==> src/rtl/pic_timer_pkg.sv <==
// Shared OPTION register layout and prescaler helpers for the TMR0/WDT timing block.
package pic_timer_pkg;

    localparam int T0CS  = 5;
    localparam int T0SE  = 4;
    localparam int PSA   = 3;
    localparam int PS_HI = 2;
    localparam int PS_LO = 0;
    localparam int PRE_W = 8;

    localparam logic [5:0] OPTION_RST = 6'h3F;

    // Field order matches the OPTION bit indices above.
    typedef struct packed {
        logic       t0cs;
        logic       t0se;
        logic       psa;
        logic [2:0] ps;
    } option_t;

    // True when the low nbits of cnt are all ones (nbits==0 is always true).
    function automatic logic prescale_hit(input logic [PRE_W-1:0] cnt, input logic [3:0] nbits);
        logic [PRE_W-1:0] need;
        for (int i = 0; i < PRE_W; i++) begin
            need[i] = (i < int'(nbits));
        end
        return &(cnt | ~need);
    endfunction

endpackage

==> src/rtl/t0cki_sync.sv <==
// Two-flop synchronizer for the T0CKI pin with a polarity-selectable one-cycle edge pulse.
module t0cki_sync (
    input  logic clk_i,
    input  logic rst_i,
    input  logic pin_i,
    input  logic falling_i,
    output logic edge_o
);

    // [0],[1] synchronize; [2] holds the previous synchronized value for edge detection.
    logic [2:0] s_q;

    always_ff @(posedge clk_i or posedge rst_i) begin
        if (rst_i) s_q <= 3'b000;
        else       s_q <= {s_q[1:0], pin_i};
    end

    assign edge_o = falling_i ? (~s_q[1] & s_q[2]) : (s_q[1] & ~s_q[2]);

endmodule

==> src/rtl/tmr0_wdt_prescaler.sv <==
// OPTION register, TMR0 clock select, watchdog base counter, shared prescaler and SLEEP tracking.
// Define WDT_EN to build the watchdog; without it wdtmr is 0 and SLEEP only ends on reset.
module tmr0_wdt_prescaler #(
    parameter int WDT_BASE_W = 10,
    parameter int PRE_W      = 8
) (
    input  logic       clk,
    input  logic       rst,
    input  logic       cyc_en,
    input  logic       option_wr,
    input  logic [5:0] option_in,
    input  logic       tmr0_wr,
    input  logic       CLRWDT,
    input  logic       SLEEP,
    input  logic       t0cki,
    output logic       tmr0_inc,
    output logic       wdtmr,
    output logic [5:0] option_q,
    output logic       sleeping
);
    import pic_timer_pkg::*;

    option_t opt;
    assign opt = option_t'(option_q);

    logic pin_edge;

    t0cki_sync u_sync (
        .clk_i    (clk),
        .rst_i    (rst),
        .pin_i    (t0cki),
        .falling_i(opt.t0se),
        .edge_o   (pin_edge)
    );

    logic [PRE_W-1:0] pre_q, pre_d;
    logic [1:0]       inh_q, inh_d;
    logic [5:0]       option_d;
    logic             sleeping_q, sleeping_d;
    logic             tmr0_inc_q, tmr0_inc_d;
    logic             wdtmr_q, wdtmr_d;
    logic             inhibit, t0_evt, wdt_evt, wdt_clr, pre_evt, pre_clr;

    // A TMR0 write drops timer events that cycle and the two after it.
    always_comb begin
        inhibit = tmr0_wr | (inh_q != 2'd0);
        t0_evt  = (opt.t0cs ? pin_edge : (cyc_en & ~sleeping_q)) & ~inhibit;
        wdt_clr = CLRWDT | (SLEEP & ~sleeping_q);
    end

`ifdef WDT_EN
    logic [WDT_BASE_W-1:0] wdt_q, wdt_d;

    always_comb begin
        wdt_evt = cyc_en & (&wdt_q) & ~wdt_clr;
        wdt_d   = wdt_clr ? '0 : (cyc_en ? wdt_q + WDT_BASE_W'(1) : wdt_q);
    end

    always_ff @(posedge clk or posedge rst) begin
        if (rst) wdt_q <= '0;
        else     wdt_q <= wdt_d;
    end
`else
    logic unused_wdt_cfg;
    assign unused_wdt_cfg = ^WDT_BASE_W;
    assign wdt_evt        = 1'b0;
`endif

    always_comb begin
        pre_evt    = opt.psa ? wdt_evt : t0_evt;
        tmr0_inc_d = opt.psa ? t0_evt
                             : (t0_evt & prescale_hit(pre_q, {1'b0, opt.ps} + 4'd1));
        wdtmr_d    = opt.psa ? (wdt_evt & prescale_hit(pre_q, {1'b0, opt.ps})) : wdt_evt;
        // Any clear of the prescaler beats a same-cycle increment; old PSA decides ownership.
        pre_clr    = (option_wr & (option_in[PSA] != opt.psa))
                   | (tmr0_wr & ~opt.psa)
                   | (wdt_clr & opt.psa);
        pre_d      = pre_clr ? '0 : (pre_evt ? pre_q + PRE_W'(1) : pre_q);
        inh_d      = tmr0_wr ? 2'd2 : ((inh_q != 2'd0) ? inh_q - 2'd1 : 2'd0);
        sleeping_d = wdtmr_d ? 1'b0 : (SLEEP ? 1'b1 : sleeping_q);
        option_d   = option_wr ? option_in : option_q;
    end

    always_ff @(posedge clk or posedge rst) begin
        if (rst) begin
            option_q   <= OPTION_RST;
            pre_q      <= '0;
            inh_q      <= 2'd0;
            sleeping_q <= 1'b0;
            tmr0_inc_q <= 1'b0;
            wdtmr_q    <= 1'b0;
        end else begin
            option_q   <= option_d;
            pre_q      <= pre_d;
            inh_q      <= inh_d;
            sleeping_q <= sleeping_d;
            tmr0_inc_q <= tmr0_inc_d;
            wdtmr_q    <= wdtmr_d;
        end
    end

    assign tmr0_inc = tmr0_inc_q;
    assign wdtmr    = wdtmr_q;
    assign sleeping = sleeping_q;

endmodule

==> config.mk <==
export PLATFORM = sky130hd
export DESIGN_NAME = tmr0_wdt_prescaler
export DESIGN_NICKNAME = d
export VERILOG_FILES = /design/src/rtl/pic_timer_pkg.sv /design/src/rtl/t0cki_sync.sv /design/src/rtl/tmr0_wdt_prescaler.sv
export SDC_FILE = /design/constraint.sdc
export NUM_CORES = 1
export LEC_CHECK = 0
export BUFFER_PORTS_ARGS = -buffer_cell sky130_fd_sc_hd__buf_2
export CORE_AREA = 2 2 67 63
export DETAILED_ROUTE_END_ITERATION = 8
export DIE_AREA = 0 0 69 65
export SYNTH_ARGS = -nofsm -noshare
export SYNTH_HDL_FRONTEND = slang
export SYNTH_SLANG_ARGS = --single-unit
==> constraint.sdc <==
create_clock -name clk -period 1.7 [get_ports clk]
set_input_delay 0.17 -clock clk [delete_from_list [all_inputs] [get_ports clk]]
set_output_delay 0.17 -clock clk [all_outputs]
set_load 0.01 [all_outputs]
* Word-level counts from Yosys, hierarchy flattened *
Cells that the tools add are included.

storage, ports and cells
  bits of input ports = 14
  output and inout bits = 9
  logic and storage cells = 49
  flip-flop bits (word level) = 21

operators by class
  equal/unequal tests = 1
  $lt $le $gt $ge = 8
  reductions and logical operators = 3
  bitwise operators = 20
  multiplexer cells = 8
  $add $sub $neg = 3

operators with widths
  cell                                               count
  < comparator 3 x 4 -> 1 bit, first input constant  4
  two-way mux 8 bit                                  2
  bitwise AND 1 bit                                  9
  adder 8 x 1 -> 8 bit, second input constant        1
  < comparator 1 x 4 -> 1 bit, first input constant  2
  < comparator 2 x 4 -> 1 bit, first input constant  2
  inverter 8 bit                                     1
  bitwise OR 8 bit                                   1
  AND reduction 8 bit                                1
  inverter 1 bit                                     5
  adder 3 x 1 -> 4 bit, second input constant        1
  two-way mux 1 bit                                  4
  two-way mux 2 bit                                  2
  bitwise OR 1 bit                                   4
  nonzero test 2 bit                                 2
  subtractor 2 x 1 -> 2 bit, second input constant   1
  != test 1 bit                                      1

* Depth between registers and ports, before layout *
  depth after elaboration = 8
  depth in mapped cells = 6
  mapped depth without buffers = 6

* By module *
From an unflattened synthesis, not the netlist that was laid out.

second synthesis, totals
  cell total of the unflattened synthesis = 103
  area total of the unflattened synthesis = 1143.6 µm²

by module, submodules not included
  module              cells an instance  times used  area each (µm²)
  tmr0_wdt_prescaler  96                 1           1042.2
  t0cki_sync          7                  1           101.3

* Worst setup path after synthesis *
Ideal clock, no wire load.

  kind = reg2reg
  from = register option_q[4]
  to = register tmr0_inc_q, in the netlist tmr0_inc
  data arrival time = 1.467 ns
  stages on the path, launching flop included = 6
  slack = 0.112 ns
  path buffers = 1
  library setup time = 0.121 ns
  cell sequence = dfstp_2 nor2_1 a221oi_2 buf_2 nor2_1 a22o_1

on the way
  word-level cells in the longest chain between the ends = 5

RTL lines
  what                    RTL line                  source
  from (decl)             tmr0_wdt_prescaler.sv:18  output logic [5:0] option_q,
  from (signal assigned)  tmr0_wdt_prescaler.sv:93  option_q <= option_d;
  two-way mux 1 bit (*)   t0cki_sync.sv:18          assign edge_o = falling_i ? (~s_q[1] & s_q[2]) : (s_q[1] & ~s_q[2]);
  two-way mux 1 bit (*)   tmr0_wdt_prescaler.sv:47  t0_evt = (opt.t0cs ? pin_edge : (cyc_en & ~sleeping_q)) & ~inhibit;
  bitwise AND 1 bit (*)   tmr0_wdt_prescaler.sv:47
  bitwise AND 1 bit       tmr0_wdt_prescaler.sv:72  : (t0_evt & prescale_hit(pre_q, {1'b0, opt.ps} + 4'd1));
  two-way mux 1 bit (*)   tmr0_wdt_prescaler.sv:71  tmr0_inc_d = opt.psa ? t0_evt
  via tmr0_inc_d          tmr0_wdt_prescaler.sv:40  logic tmr0_inc_q, tmr0_inc_d;
  to (signal assigned)    tmr0_wdt_prescaler.sv:97  tmr0_inc_q <= tmr0_inc_d;
  to (decl)               tmr0_wdt_prescaler.sv:40

Mark *: on every way through the listed nets, which the timed path passes. The rest lies on a longest branch.
A chain may end at the register's enable or synchronous reset.

* Worst setup path in the final report *
  from = register inh_q[1]
  to = register pre_q[1]

on the way
  word-level cells in the longest chain between the ends = 6

RTL lines
  what                          RTL line                  source
  from (decl)                   tmr0_wdt_prescaler.sv:37  logic [1:0] inh_q, inh_d;
  from (signal assigned)        tmr0_wdt_prescaler.sv:95  inh_q <= inh_d;
  nonzero test 2 bit            tmr0_wdt_prescaler.sv:46  inhibit = tmr0_wr | (inh_q != 2'd0);
  bitwise OR 1 bit              tmr0_wdt_prescaler.sv:46
  inverter 1 bit                tmr0_wdt_prescaler.sv:47
  bitwise AND 1 bit             tmr0_wdt_prescaler.sv:47
  two-way mux 1 bit             tmr0_wdt_prescaler.sv:70  pre_evt = opt.psa ? wdt_evt : t0_evt;
  nonzero test 2 bit (no line)  --
  to (signal assigned)          tmr0_wdt_prescaler.sv:94  pre_q <= pre_d;
  to (decl)                     tmr0_wdt_prescaler.sv:36  logic [PRE_W-1:0] pre_q, pre_d;

Every way passes these cells.

==> impl_metrics.env <==
export IMPL_cp_start_kind="flip-flop"
export IMPL_wirelength_um=2420
export IMPL_cap_violations=0
export IMPL_num_vias=903
export IMPL_ys_ff_latch=21
export IMPL_area_growth_pct=24.8
export IMPL_critPathBufInv=1
export IMPL_worstPathCellList="nor4_4, o21ai_4, buf_4, or3b_1, a21oi_1"
export IMPL_drt_iter0_markers=34
export IMPL_synth_top_area_share_pct=34.2
export IMPL_synth_top_cell_by_area="dfrtp_1"
export IMPL_ys_warnings_count=0
export IMPL_die_area_mm2=0.00449
export IMPL_min_period_ns=1.64
export IMPL_grt_ovfl_total=0
export IMPL_status="complete, no violations"
export IMPL_die_y_um=65
export IMPL_criticalPathCategory="flip-flop to flip-flop"
export IMPL_clk_pin_slew_ns=0.08
export IMPL_synth_fp_nets=121
export IMPL_drive_gt1_share_pct=40.9
export IMPL_met1_usage_pct=13.4
export IMPL_ys_types=37
export IMPL_yosysMostFrequentCell="dfrtp_1"
export IMPL_min_path_cells=1
export IMPL_ys_seq_area_share_pct=48.6
export IMPL_async_reset_ff_share_pct=100
export IMPL_fin_nets=150
export IMPL_leakagePower_nw=0.554
export IMPL_final_hold_violation_count=0
export IMPL_reg2reg_depth=5
export IMPL_drv_slew=0
export IMPL_io_buffers=21
export IMPL_synthFlopType="dfrtp_1"
export IMPL_io_pins=23
export IMPL_place_worst_setup_slack_ns=0.0706
export IMPL_drcViolationCount=0
export IMPL_synth_area_mm2=0.00110
export IMPL_h_tree_depth=1
export IMPL_cp_slowest_stage_delay_ns=0.44
export IMPL_grt_pass1_vias=871
export IMPL_power_w=0.00106
export IMPL_die_x_um=69
export IMPL_globalRouteMet2Util_pct=18.5
export IMPL_cts_tree="done"
export IMPL_fmax_ghz=0.611
export IMPL_fin_skew_ns=0.00638
export IMPL_utilization_pct=35.5
export IMPL_ys_top_cells_by_count="dfrtp_1 (15), a21oi_1 (9)"
export IMPL_crit_family="simple AND/OR/NAND/NOR gates"
export IMPL_cts_sinks=21
export IMPL_rsz0062_at_grt="true"
export IMPL_cts_buffers_inserted=3
export IMPL_path_max_fanout=8
export IMPL_synth_edf_count=0
export IMPL_pwr_density_cell_mw_per_mm2=773
export IMPL_postRouteAntennaNets=0
export IMPL_dpl_hpwl_um=1660
export IMPL_drt_pass1_iter_count=4
export IMPL_antenna_found_initial=0
export IMPL_place_congestion=0.796
export IMPL_grt_total_usage_pct=10.6
export IMPL_arrival_ns=1.83
export IMPL_end_kind="flip-flop"
export IMPL_clk_latency_ns=0.26
export IMPL_use_met3_pct=2.95
export IMPL_synthTopCellsByArea="dfrtp_1 (34%), dfstp_2 (14%), a21oi_1 (4.1%)"
export IMPL_grt_busiest_layer="met2"
export IMPL_fin_crit_sh_pct=96.3
export IMPL_grt_pass1_wl_um=3910
export IMPL_cpMaxStageDelayCell="dfrtp_2"
export IMPL_cp_depth=5
export IMPL_hp_class="input port to flip-flop"
export IMPL_setup_viol=0
export IMPL_core_mm2=0.00385
export IMPL_clock_path_buffers=2
export IMPL_initial_core_util_pct=28.4
export IMPL_antenna_cells_inserted=0
export IMPL_wire_per_inst_um=13.5
export IMPL_whs_ns=0.00540
export IMPL_grt_max_degree=22
export IMPL_critPathRequiredTime_ns=1.89
export IMPL_via_per_inst=5.02
export IMPL_synth_avg_cell_area_um2=10.5
export IMPL_root_buffer="clkbuf_8"
export IMPL_synth_cells=104
export IMPL_rows=22
export IMPL_ir_drop_uv=466
export IMPL_worst_slack_ns=0.0632
==> logic make-up after synthesis <==
logic type                 Yosys count  share of synthesized area [%]
AOI/OAI and AO/OA                   29                           17.6
xor gates and xnor gates             1                          0.799
adders and majority gates            3                           3.43
buffers and inverters               10                           4.91
DFF                                 21                           48.6
muxes                                4                           4.11
other                                1                          0.342
and+or+nand+nor                     35                           20.2
==> report_power, final <==
part | internal, W | switching, W
Clock | 0.000163 | 0.000173
Combinational | 0.0000705 | 0.0000857
Sequential | 0.000533 | 0.0000314
==> per-stage QoR <==
| stage | area, µm² | cells | TNS (ns) |
|---|---|---|---|
| final | 1370 | 180 | 0 |
| after global routing | 1370 | 180 | -0.0719 |
| after CTS | 1310 | 176 | 0 |
| after detailed placement | 1250 | 171 | 0 |
| after global placement | 1250 | 171 | 0 |
| after floorplan | 1100 | 104 | 0 |
==> final timing paths <==
kind | from | to | slack, ns
max | inh_q[1] | pre_q[1] | 0.06
min | t0cki | u_sync.s_q[0] | 0.005
max reg2reg | inh_q[1] | pre_q[1] | 0.06
min reg2reg | u_sync.s_q[0] | u_sync.s_q[1] | 0.36
max in group asynchronous | rst | option_q[0] | 0.95
min in group asynchronous | rst | pre_q[2] | 0.47
==> per-layer routing <==
layer / vias up / wire length (µm)
li1: 442 / -
met1: 435 / 1150
met2: 26 / 1150
met3: 0 / 114
met4: 0 / 0
met5: - / 0
==> flip-flops by register name (all words and copies together) (netlist names) <==
signal and flops:
pre_q 8, option_q 6, u_sync.s_q 3, inh_q 2
sleeping 1, tmr0_inc 1
==> layout by cell type (no fill, tap or decap), types with 2 or more instances in the layout <==
cell / instances
or2_2: 2
or4_4: 3
and4_1: 2
ha_1: 3
nand3_1: 4
nor2_1: 3
dfrtp_1: 14
buf_2: 21
a21oi_1: 6
mux2_2: 4
inv_1: 5
or4_1: 3
buf_4: 6
dfstp_2: 6
nor3_1: 2
o31ai_1: 6
a21oi_2: 3
nor2b_1: 3
nor3b_1: 2
clkbuf_8: 3
o21ai_0: 5
nand2_1: 6
==> what timing repair did <==
item | in CTS | in global routing
setup endpoints to repair | 0 | 5
setup buffers | 0 | 3
hold endpoints to repair | 15 | 0
hold buffers | 1 | 0
resized for setup | 0 | 8
==> final cells by class <==
| cell class | instances | area (µm²) |
|---|---|---|
| clock buffers | 3 | 41.3 |
| fillers | 408 | 2490 |
| repair buffers | 28 | 160 |
| clock inverters | 1 | 5.00 |
| inverters | 5 | 18.8 |
| flip-flops and latches | 21 | 534 |
| well taps | 48 | 60.1 |
| multi-input cells | 74 | 548 |
No activity file was read; power rests on OpenSTA's default activity.
